<file path="src/rtl/regfile_pkg.sv">
// Shared register-file types and sizing for the writeback path.
package regfile_pkg;
  localparam int REG_COUNT  = 32;
  localparam int REG_WIDTH  = 32;
  localparam int REG_ADDR_W = $clog2(REG_COUNT);

  typedef logic [REG_ADDR_W-1:0] reg_addr_t;
  typedef logic [REG_WIDTH-1:0]  reg_data_t;

  typedef struct packed {
    logic      valid;
    reg_addr_t addr;
    reg_data_t data;
  } wb_req_t;
endpackage

</file>
<file path="src/rtl/regfile_wb_scheduler_rr_arbiter.sv">
// Round-robin arbiter: combinational one-hot grant, pointer advances past the winner.
module rr_arbiter #(
  parameter int N = 3
) (
  input  logic                                clk,
  input  logic                                reset,
  input  logic [N-1:0]                        req,
  input  logic                                advance,
  output logic [N-1:0]                        grant,
  output logic [((N > 1) ? $clog2(N) : 1)-1:0] grant_idx,
  output logic                                grant_valid
);
  import regfile_pkg::*;

  localparam int IDX_W = (N > 1) ? $clog2(N) : 1;

  logic [IDX_W-1:0] ptr;
  int unsigned      scan_idx;

  // Cyclic search starting at ptr; the first valid requester wins.
  always_comb begin
    grant       = '0;
    grant_idx   = '0;
    grant_valid = 1'b0;
    scan_idx    = 0;
    for (int unsigned i = 0; i < N; i++) begin
      scan_idx = 32'(ptr) + i;
      if (scan_idx >= N) scan_idx = scan_idx - N;
      if (!grant_valid && req[scan_idx]) begin
        grant_valid      = 1'b1;
        grant[scan_idx]  = 1'b1;
        grant_idx        = IDX_W'(scan_idx);
      end
    end
  end

  always_ff @(posedge clk or posedge reset) begin
    if (reset) begin
      ptr <= '0;
    end else if (advance && grant_valid) begin
      ptr <= (grant_idx == IDX_W'(N - 1)) ? '0 : grant_idx + IDX_W'(1);
    end
  end
endmodule

</file>
<file path="src/rtl/regfile_wb_scheduler.sv">
// Shares the register-file write port among writeback producers and tracks
// per-register busy state for issue-stage hazard checks.
module regfile_wb_scheduler #(
  parameter int NUM_REQ   = 3,
  parameter int REG_COUNT = regfile_pkg::REG_COUNT,
  parameter int REG_WIDTH = regfile_pkg::REG_WIDTH
) (
  input  logic                                   clk,
  input  logic                                   reset,
  input  logic [NUM_REQ-1:0]                     req_valid,
  output logic [NUM_REQ-1:0]                     req_ready,
  input  logic [NUM_REQ*$clog2(REG_COUNT)-1:0]   req_addr,
  input  logic [NUM_REQ*REG_WIDTH-1:0]           req_data,
  input  logic                                   issue_valid,
  input  logic [$clog2(REG_COUNT)-1:0]           issue_addr,
  input  logic                                   flush,
  output logic [REG_COUNT-1:0]                   busy,
  output logic                                   waw_hazard,
  output logic                                   rf_wr_en,
  output logic [$clog2(REG_COUNT)-1:0]           rf_wr_addr,
  output logic [REG_WIDTH-1:0]                   rf_wr_data
);
  import regfile_pkg::*;

  localparam int ADDR_W = $clog2(REG_COUNT);
  localparam int IDX_W  = (NUM_REQ > 1) ? $clog2(NUM_REQ) : 1;

  logic [NUM_REQ-1:0]   arb_grant;
  logic [IDX_W-1:0]     arb_idx;
  logic                 arb_valid;
  logic                 accept;
  logic [ADDR_W-1:0]    sel_addr;
  logic [REG_WIDTH-1:0] sel_data;
  logic [REG_COUNT-1:0] busy_q;
  logic [REG_COUNT-1:0] busy_next;

  // Reset and flush both mask the grant so nothing transfers in those cycles.
  assign accept = arb_valid & ~flush & ~reset;

  rr_arbiter #(.N(NUM_REQ)) u_arb (
    .clk        (clk),
    .reset      (reset),
    .req        (req_valid),
    .advance    (accept),
    .grant      (arb_grant),
    .grant_idx  (arb_idx),
    .grant_valid(arb_valid)
  );

  assign sel_addr = req_addr[32'(arb_idx) * ADDR_W +: ADDR_W];
  assign sel_data = req_data[32'(arb_idx) * REG_WIDTH +: REG_WIDTH];

  assign req_ready  = accept ? arb_grant : '0;
  assign rf_wr_en   = accept & (sel_addr != '0);
  assign rf_wr_addr = accept ? sel_addr : '0;
  assign rf_wr_data = accept ? sel_data : '0;

  // Set is applied after clear so a same-cycle reissue keeps the register busy.
  always_comb begin
    busy_next = busy_q;
    if (flush) begin
      busy_next = '0;
    end else begin
      if (rf_wr_en) busy_next[rf_wr_addr] = 1'b0;
      if (issue_valid && issue_addr != '0) busy_next[issue_addr] = 1'b1;
    end
    busy_next[0] = 1'b0;
  end

  always_ff @(posedge clk or posedge reset) begin
    if (reset) busy_q <= '0;
    else       busy_q <= busy_next;
  end

  assign busy       = busy_q;
  assign waw_hazard = issue_valid & busy_q[issue_addr];
endmodule

</file>
<file path="config.mk">
export PLATFORM = sky130hd
export DESIGN_NAME = regfile_wb_scheduler
export DESIGN_NICKNAME = d
export VERILOG_FILES = /design/src/rtl/regfile_pkg.sv /design/src/rtl/regfile_wb_scheduler_rr_arbiter.sv /design/src/rtl/regfile_wb_scheduler.sv
export SDC_FILE = /design/constraint.sdc
export NUM_CORES = 1
export LEC_CHECK = 0
export ABC_AREA = 1
export BUFFER_PORTS_ARGS = -buffer_cell sky130_fd_sc_hd__clkbuf_2
export CAP_MARGIN = 20
export CORE_UTILIZATION = 35
export CTS_BUF_LIST = sky130_fd_sc_hd__clkbuf_16
export DETAILED_ROUTE_END_ITERATION = 10
export GPL_ROUTABILITY_DRIVEN = 0
export GPL_TIMING_DRIVEN = 0
export HOLD_SLACK_MARGIN = 0.08
export PLACE_DENSITY = 0.68
export SYNTH_ARGS = -nofsm -noshare
export SYNTH_HDL_FRONTEND = slang
export SYNTH_SLANG_ARGS = --single-unit
</file>
<file path="constraint.sdc">
create_clock -name clk -period 2.64 [get_ports clk]
set_input_delay 0.528 -clock clk [delete_from_list [all_inputs] [get_ports clk]]
set_output_delay 0.528 -clock clk [all_outputs]
set_load 0.02 [all_outputs]
</file>
Yosys cells after proc, flatten, opt, wreduce, memory -nomap -nowiden
Index checks and enable logic that the tools add are counted.
{"block": "totals", "ff_bits": 33}
{"block": "classes", "add_sub_neg": 6, "n_bitwise": 11, "muxes": 38, "reduce_logical": 13, "shifts": 2, "eq_ne": 1, "n_mul": 1, "order_cmp": 13}
{"cell": "$mux 32", "count": 8}
{"cell": "$ge 32x1->1 const B", "count": 3}
{"cell": "$lt 32x3->1 const B", "count": 3}
{"cell": "$shiftx 96x8->32", "count": 1}
{"cell": "$ge 32x2->1 const B", "count": 2}
{"cell": "$sub 32x2->32 const B", "count": 2}
{"cell": "$and 32x32->32", "count": 1}
{"cell": "$not 32->32", "count": 1}
{"cell": "$or 32x32->32", "count": 1}
{"cell": "$shiftx 15x6->5", "count": 1}
{"cell": "$lt 5x6->1 const B", "count": 2}
{"cell": "$mux 1", "count": 12}
{"cell": "$mux 3", "count": 4}
{"cell": "$demux 1 s5", "count": 2}
{"cell": "$ge 5x1->1 const B", "count": 2}
{"cell": "$reduce_bool 5->1", "count": 2}
{"cell": "$logic_and 1x1->1", "count": 9}
{"cell": "$mux 2", "count": 4}
{"cell": "$bmux 1 s2", "count": 3}
{"cell": "$demux 1 s2", "count": 3}
{"cell": "$or 3x3->3", "count": 2}
{"cell": "$bmux 1 s5", "count": 1}
{"cell": "$mul 2x3->5 const B", "count": 1}
{"cell": "$mux 5", "count": 1}
{"cell": "other kinds (9)", "count": 14}

Longest topological paths before layout
Gate-level depths: netlist of run 1.
{"block": "depth", "ltp_word": 25, "ltp_mapped": 20}

Modules after synthesis
From an unflattened synthesis of run 1, not the netlist that was laid out.
{"block": "hier_totals", "cells_unflattened": 571, "area_unflattened_um2": 3246.9}
{"mod": "regfile_wb_scheduler", "cells_per_inst": 500, "instances": 1, "area_per_inst_um2": 2844.0}
{"mod": "rr_arbiter", "cells_per_inst": 71, "instances": 1, "area_per_inst_um2": 402.9}

Worst setup path after synthesis of run 1
OpenSTA, ideal clock, no wires.
{"block": "synth_timing", "path_type": "input port to output port", "start": "in reset", "end": "out rf_wr_data[10]", "required_ns": 2.112, "path_buffers": 1, "arrival_time_ns": 2.545, "cell_stages": 6, "path_slack_ns": -0.433, "cell_sequence": "inv_1 > nand3_2 > bufinv_8 > nand3_1 > buf_2 > o22ai_1"}
{"block": "synth_via", "elab_chain_len": 3}
{"element": "from (decl)", "line": "regfile_wb_scheduler.sv:9", "rtl": "input logic reset,"}
{"element": "$not 1->1", "line": "regfile_wb_scheduler.sv:38", "rtl": "assign accept = arb_valid & ~flush & ~reset;"}
{"element": "$and 1x1->1", "line": "regfile_wb_scheduler.sv:38"}
{"element": "$mux 32", "line": "regfile_wb_scheduler.sv:56", "rtl": "assign rf_wr_data = accept ? sel_data : '0;"}
{"element": "to (decl)", "line": "regfile_wb_scheduler.sv:21", "rtl": "output logic [REG_WIDTH-1:0] rf_wr_data"}
Every way passes these cells.

Final worst setup path of run 1
{"block": "layout_timing", "start": "reg u_arb.ptr[0]", "end": "out rf_wr_data[15]"}
{"block": "layout_via", "elab_chain_len": 14, "elab_cells_between_ends": 31}
{"element": "from (decl)", "line": "regfile_wb_scheduler_rr_arbiter.sv:17", "rtl": "logic [IDX_W-1:0] ptr;"}
{"element": "from (signal assigned)", "line": "regfile_wb_scheduler_rr_arbiter.sv:41", "rtl": "ptr <= (grant_idx == IDX_W'(N - 1)) ? '0 : grant_idx + IDX_W'(1);"}
{"element": "parallel branches: the longest is 13 deep, another holds $sub 32x2->32"}
{"element": "$mux 32 (*)", "line": "regfile_wb_scheduler.sv:56"}
Every way passes the cells marked *. The select of a mux whose other input is x is not followed.

==> results.md, run 1 <==
- FF/Latch Area: 827 um2
- Synth area leader: dfrtp_1
- Vias in the first global route: 4565
- Max transition margin: 41.0%
- Net Sw Power: just over 4 mW
- Yosys synthesis warning count: 0
- Die area: 10500 um2
- Layout Skew: 3.10 ps
- Lkg Pwr: 3.04 nW
- Crit path launch type: flop
- CP endpoint kind: primary output
- Hold Crit Class: in2async
- Final nets: 905
- Peak VDD IR: slightly below 0.0008 V
- Drt first pass iters: 4
- CTS tree: yes
- Most common cell after layout, fill and taps aside: clkbuf_2
- Initial antenna violation count: 0
- Detail Placement HPWL: 10300 um
- Sequential share of power: 7.0%
- Antenna cells: 0
- Post-synthesis cell type count: 38
- Synthesis-to-layout area growth: 84.4%
- Worst EP arrival: between 2000 and 3000 ps
- Most used cells in the layout excluding fill and tap cells: clkbuf_2, nand2_1, inv_1
- Synthesized area per cell: 6.60 um2
- Total GRT Usage: a little over a quarter
- Synth top area cells: dfrtp_1, nand2_1, inv_1, nand3_1, o22ai_1
- Post-synthesis register bit count: 33
- First-pass GRT wire length: 21700 um
- Ys flop type: dfrtp_1
- Share of the synthesized area in the top cell type: 23.5%
- Starting Density: 36.0%
- FF-to-FF path depth: 20
- Placement row count: 36
- Combinational share of power: 86.1%
- R2r startpoint: u_arb.ptr[0]$_DFFE_PP0P_
- Pwr dens: roughly 1200 nW/um2
- Residual DRC count: 0
- Worst-path fanout max: 8
- I/O Buffers: around 200
- Hold_buf cts: 0
- GRT Residual Overflow: 0
- Max-Cap Viols: 0
- Switching share of power: 52.8%
- Die Ht: 102 um
- Cell at the root of the clock tree: clkbuf_16
- Vias: 4767
- Failing checks: setup timing
- Clock-pin slew on the worst setup and hold paths: 50 ps
- Die X-Extent: 102 um
- Status: complete, but fails checks
- H-tree Lvls: 2
- Max Clock Freq: about 0.32 GHz
- RSZ-0062 raised after global routing: yes
- Ys async rst share: 100%
- Capturing point of the worst reg2reg path: busy[15]$_DFF_PP0_
- CP Class: reg2out
- Fin util: 66.4%
- Clock buffer count from CTS: 5
- I/O pin cnt: 197
- CTS max path bufs: 2
- Final Setup Violations: 60
- P_int: about 3.7 mW
- Setup TNS: -15990 ps
- DR WL/cell: 15.7 um
- R2R setup slack: -50 ps
- WP data required: about 2100 ps
- Cells after Synth: about 530
- Fin crit share: 117%
- Final Hold Fails: 0
- Sequential area share after synthesis: 23.5%
- Tightest Pin Transition: 880 ps
- ANT nets after route: 0
- Area of the multi-input gates: 3130 um2
- Synth Cell Area: 3520 um2
- Clock share of power: 6.9%
- Final Max Slew Viols: 0
- Post-Route WL: roughly 14000 um
- Final worst slack: -453 ps
- Layout cells sized above 1: between 50 and 60%
- CTS Sinks: 33
- Avg Vias per Cell: 5.23
- Total of fill cells in the finished design: about 810
- Tmin final: 3090 ps
- Post-synth EDFFs: 0
- Syn Nets: 660
- Iteration-0 DRC count of the detailed router: 190
- Power, Total: just under 8 mW
- Core area: 9770 um2
- Clock Latency Late Sink: 280 ps
- Largest net degree at the start of global routing: 18
power by group through the flow:
stage,clock network (mW),logic [mW],registers (mW)
5_1_grt,0.564,7.20,0.553
6_report,0.547,6.78,0.549
3_5_place_dp,0,4.60,0.555
4_1_cts,0.546,5.36,0.547
3_3_place_gp,0,4.52,0.554
2_1_floorplan,0,3.63,0.558
cell usage after synthesis (2+ instances only):
cell / n
nand2_1: 109
inv_1: 70
nand3_1: 51
nor2_1: 50
o21ai_0: 35
o22ai_1: 34
dfrtp_1: 33
a21oi_1: 22
clkbuf_1: 15
nand2_2: 15
a21oi_2: 13
a22oi_1: 12
nand2_4: 12
nor2_4: 8
nor3_1: 6
inv_2: 5
nand3_2: 5
buf_2: 4
ha_1: 4
a31oi_1: 3
buf_4: 3
nand3_4: 3
nor2_8: 3
a21boi_0: 2
a221oi_1: 2
nand4_1: 2
worst max path at each step:
stage | from | end | depth (start not counted)
detailed placement | reset | rf_wr_data[27] | 8
global route | u_arb.ptr[0]$_DFFE_PP0P_ | rf_wr_data[15] | 16
floorplan | u_arb.ptr[1]$_DFFE_PP0P_ | rf_wr_en | 17
finish | u_arb.ptr[0]$_DFFE_PP0P_ | rf_wr_data[15] | 16
global placement | u_arb.ptr[0]$_DFFE_PP0P_ | rf_wr_data[13] | 14
CTS | u_arb.ptr[1]$_DFFE_PP0P_ | rf_wr_data[13] | 15
through the flow:
step,hold WS [ps],instance area [um2],setup WS [ps],instances
floorplan,478,3990,1.62,533
global placement,541,5130,-426,861
detailed placement,546,5130,-475,861
CTS,320,5740,-435,890
global route,337,6490,-584,912
finish,308,6490,-453,912
repair_timing:
action | 4_1_cts | 5_1_grt
buffers inserted | 17 | 21
gates cloned | 4 | 1
setup endpoints to repair | 41 | 72
pin swaps | 12 | 30
gates resized for setup | 117 | 178
worst max-delay path, stage by stage, from the launching register on:
cell,delay [ps]
dfrtp_1,410
inv_2,80
ha_4,320
inv_4,60
nand2_2,60
nand3_2,80
nand2_4,110
nand3_4,90
nand2_4,100
nand2_4,80
buf_12,150
nor2_4,120
buf_12,140
buf_12,130
o21ai_4,60
o22ai_4,160
buf_8,140
registers in the layout (all words and copies together) (netlist names):
| name | cells |
|---|---|
| busy | 31 |
| u_arb.ptr | 2 |
layer usage:
metal / global-route usage [%] / part of all wire [%] / vias to the layer above
met5: 0 / 0 / -
met4: 6.26 / 1.4 / 0
met3: 3.76 / 6.6 / 23
met2: 45.8 / 52 / 204
met1: 34.1 / 40 / 2277
li1: - / - / 2263
cell families after synthesis:
group | after synthesis | share of synthesized area, %
buf+inv | 101 | 12.3
other cells | 1 | 0.107
compound gates | 126 | 22.0
flops | 33 | 23.5
fa+ha+maj | 4 | 1.42
simple gates | 268 | 40.6
cell type report:
type	instances	share of cell area (%)
plain buffers	24	3.93
inverters	77	4.74
repair inverters	1	0.0771
clock inverters	3	0.174
repair buffers	237	25.6
multi-input cells	399	48.2
clock buffers	5	1.93
well taps	133	2.56
flip-flops and latches	33	12.7
No activity file was read; power rests on OpenSTA's default activity.
==> run 2, diff against run 1 <==
--- a/config.mk
+++ b/config.mk
@@ -5,7 +5,6 @@
 export SDC_FILE = /design/constraint.sdc
 export NUM_CORES = 1
 export LEC_CHECK = 0
-export ABC_AREA = 1
 export BUFFER_PORTS_ARGS = -buffer_cell sky130_fd_sc_hd__clkbuf_2
 export CAP_MARGIN = 20
 export CORE_UTILIZATION = 35
==> results.md, run 2 <==
- Status: complete, but fails checks (unchanged)
- Failing checks: setup timing (unchanged)
- Die Ht: 103 um (was 102 um)
- Tightest Pin Transition: 812 ps (was 880 ps)
- Yosys synthesis warning count: 0 (unchanged)
- Cell at the root of the clock tree: clkbuf_16 (unchanged)
- Final nets: 851 (was 905)
- DR WL/cell: 21.2 um (was 15.7 um)
- Initial antenna violation count: 0 (unchanged)
- Final Hold Fails: 0 (unchanged)
- Worst EP arrival: 2870 ps (was 2570 ps)
- Area after DPL: 5310 um2 (was 5130 um2)
- Setup TNS: -39380 ps (was -15990 ps)
- Layout Skew: 2.81 ps (was 3.10 ps)
- Most frequent cell after synthesis: nor2_1 (was nand2_1)
- Lkg Pwr: 3.08 nW (was 3.04 nW)
- WP data required: 2110 ps (about the same)
- Clock buffer count from CTS: 5 (unchanged)
- CTS tree: yes (unchanged)
- RSZ-0062 raised after global routing: yes (unchanged)
- Post-synthesis register bit count: 33 (unchanged)
- R2r startpoint: u_arb.ptr[0]$_DFFE_PP0P_ (unchanged)
- Min Hold Slack: 427 ps (was 308 ps)
- Share of the synthesized area in the top cell type: 23.0% (was 23.5%)
- Synth cell count leaders: nor2_1, mux2i_1, dfrtp_1 (was nand2_1, inv_1, nand3_1)
- Final Cell Area: 7380 um2 (was 6490 um2)
- Pre-CTS WS: -791 ps (was -475 ps)
- Die X-Extent: 103 um (was 102 um)
- CP endpoint kind: primary output (unchanged)
- Max reg flops: 31 (unchanged)
- Fin crit share: 129% (was 117%)
- Largest net degree at the start of global routing: 18 (unchanged)
- Syn Nets: 572 (was 660)
- I/O Buffers: 189 (was 195)
- Most used cells in the layout excluding fill and tap cells: clkbuf_2, nor2_1, buf_4 (was clkbuf_2, nand2_1, inv_1)
- GRT Residual Overflow: 0 (unchanged)
- Detail Placement HPWL: 11100 um (was 10300 um)
- Synthesized area per cell: 8.08 um2 (was 6.60 um2)
- Post-Route WL: 18200 um (was 14300 um)
- Fin cells: 858 (was 912)
- Avg Vias per Cell: 6.05 (was 5.23)
- Ys flop type: dfrtp_1 (unchanged)
- Fin util: 74.9% (was 66.4%)
- Largest stage delay on the critical path: 440 ps (was 410 ps)
- Hold_buf cts: 0 (unchanged)
- Final Setup Violations: 72 (was 60)
- Peak VDD IR: 0.000797 V (was 0.000783 V)
- Hold Crit Class: in2async (unchanged)
- Placement row count: 36 (unchanged)
- Crit path cell chain: buf_6 -> ha_4 -> mux2i_4 -> o211ai_1 -> o21ai_2 -> buf_6 -> a22o_4 -> buf_4 -> o32a_1 -> buf_12 -> clkinv_4 -> buf_8 (was inv_2 -> ha_4 -> inv_4 -> nand2_2 -> nand3_2 -> nand2_4 -> nand3_4 -> nand2_4 -> nand2_4 -> buf_12 -> nor2_4 -> buf_12 -> buf_12 -> o21ai_4 -> o22ai_4 -> buf_8)
- Most used cell, CP: buf_6
- Clock Latency Late Sink: 290 ps (was 280 ps)
- Crit path launch type: flop (unchanged)
- H-tree Lvls: 2 (unchanged)
- Vias in the first global route: 4817 (was 4565)
- Clock-pin slew on the worst setup and hold paths: 50 ps (about the same)
- Placed cells: 768 (was 861)
- Die area: 10700 um2 (was 10500 um2)
- Tmin final: 3400 ps (was 3090 ps)
- Post-synthesis cell type count: 60 (was 38)
- First-pass GRT wire length: 24800 um (was 21700 um)
- ANT nets after route: 0 (unchanged)
- Max Clock Freq: 0.294 GHz (was 0.323 GHz)
- Antenna cells: 0 (unchanged)
- Drt first pass iters: 6 (was 4)
- Starting Density: 36.5% (was 36.0%)
- Synth top area cells: dfrtp_1, nor2_1, mux2i_1, a2bb2oi_1, a211oi_1 (was dfrtp_1, nand2_1, inv_1, nand3_1, o22ai_1)
- Worst-path fanout max: 5 (was 8)
- CP Class: reg2out (unchanged)
- Synthesis-to-layout area growth: 105% (was 84.4%)
- Final worst slack: -762 ps (was -453 ps)
- CP Buf/Inv Count: 6 (unchanged)
- Residual DRC count: 0 (unchanged)
- Post-synth EDFFs: 0 (unchanged)
- Sequential area share after synthesis: 23.0% (was 23.5%)
- Total GRT Usage: 30.7% (was 26.3%)
- Iteration-0 DRC count of the detailed router: 458 (was 190)
- CTS Sinks: 33 (unchanged)
- Power, Total: 9.41 mW (was 7.88 mW)
- Max transition margin: 45.8% (was 41.0%)
- Critical-path top delay cell: dfrtp_2 (was dfrtp_1)
- Vias: 5195 (was 4767)
- I/O pin cnt: 197 (unchanged)
- Crit path from: u_arb.ptr[0]$_DFFE_PP0P_ (unchanged)
- Pwr dens: 1270 nW/um2 (was 1210 nW/um2)
- CTS max path bufs: 2 (unchanged)
- Layout cells sized above 1: 65.4% (was 56.4%)
- Final Max Slew Viols: 0 (unchanged)
- Cells after Synth: 445 (was 533)
- Ys async rst share: 100% (unchanged)
- Synth area leader: dfrtp_1 (unchanged)
- Most common cell after layout, fill and taps aside: clkbuf_2 (unchanged)
- Crit path max-delay family: compound AO/OA/AOI/OAI gates (was buffers and inverters)
- Synth Cell Area: 3600 um2 (was 3520 um2)
- Max-Cap Viols: 0 (unchanged)
- Core area: 9860 um2 (was 9770 um2)
==> run 2: what timing repair did <==
item                                    CTS  global route
resized for setup                       174           125
cloned                                    3             1
buffers inserted                         68            30
pin swaps                                36            56
endpoints found under the setup margin   73            74
hold endpoints to repair                  0             0
==> run 2: worst reg2reg max path, stage by stage (launching register included) <==
cell,delay (ps)
dfrtp_2,440
buf_6,130
ha_4,190
mux2i_4,220
o211ai_1,410
o21ai_2,170
buf_6,150
a22o_4,230
o211ai_4,260
buf_6,210
nor4b_4,200
buf_4,200
a311oi_1,140
==> run 2: final cells by class <==
| type | instances | area, um2 |
|---|---|---|
| timing repair buffer | 275 | 2180 |
| tap | 133 | 166 |
| clock inverter | 3 | 12.5 |
| clock buffer | 5 | 125 |
| multi-input combinational | 360 | 3650 |
| buffer | 34 | 363 |
| inverter | 15 | 63.8 |
| fill | 628 | 2480 |
| sequential | 33 | 828 |
==> run 2: final timing paths <==
path / endpoint / slack, ps / cells after the start
min: u_arb.ptr[1]$_DFFE_PP0P_ / 430 / 2
max in group asynchronous: busy[21]$_DFF_PP0_ / 1650 / 3
max: rf_wr_addr[1] / -760 / 12
min in group clk: busy[14]$_DFF_PP0_ / 590 / 2
min reg2reg: busy[14]$_DFF_PP0_ / 590 / 2
max reg2reg: busy[16]$_DFF_PP0_ / -470 / 12
==> run 2: metal layers <==
metal / global-route usage, % / vias to the layer above / share of wire (%)
met4: 12.2 / 0 / 4.3
met5: 0 / - / 0
li1: - / 2239 / -
met3: 6.45 / 75 / 8.7
met1: 37.0 / 2510 / 38
met2: 53.2 / 371 / 49
==> run 2: kinds of logic after synthesis <==
family,count (synthesis),share of synthesized area (%)
adders and majority gates,4,1.39
and+or+nand+nor,194,26.0
other,1,0.104
buffers and inverters,52,6.78
AOI/OAI and AO/OA,116,27.5
muxes,45,15.2
DFF,33,23.0
==> run 2: report_power, final <==
part           switching, mW  internal [mW]  total, mW
Clock                  0.227          0.341      0.568
Combinational           4.22           4.06       8.28
Sequential            0.0308          0.529      0.560
Total                   4.48           4.93       9.41
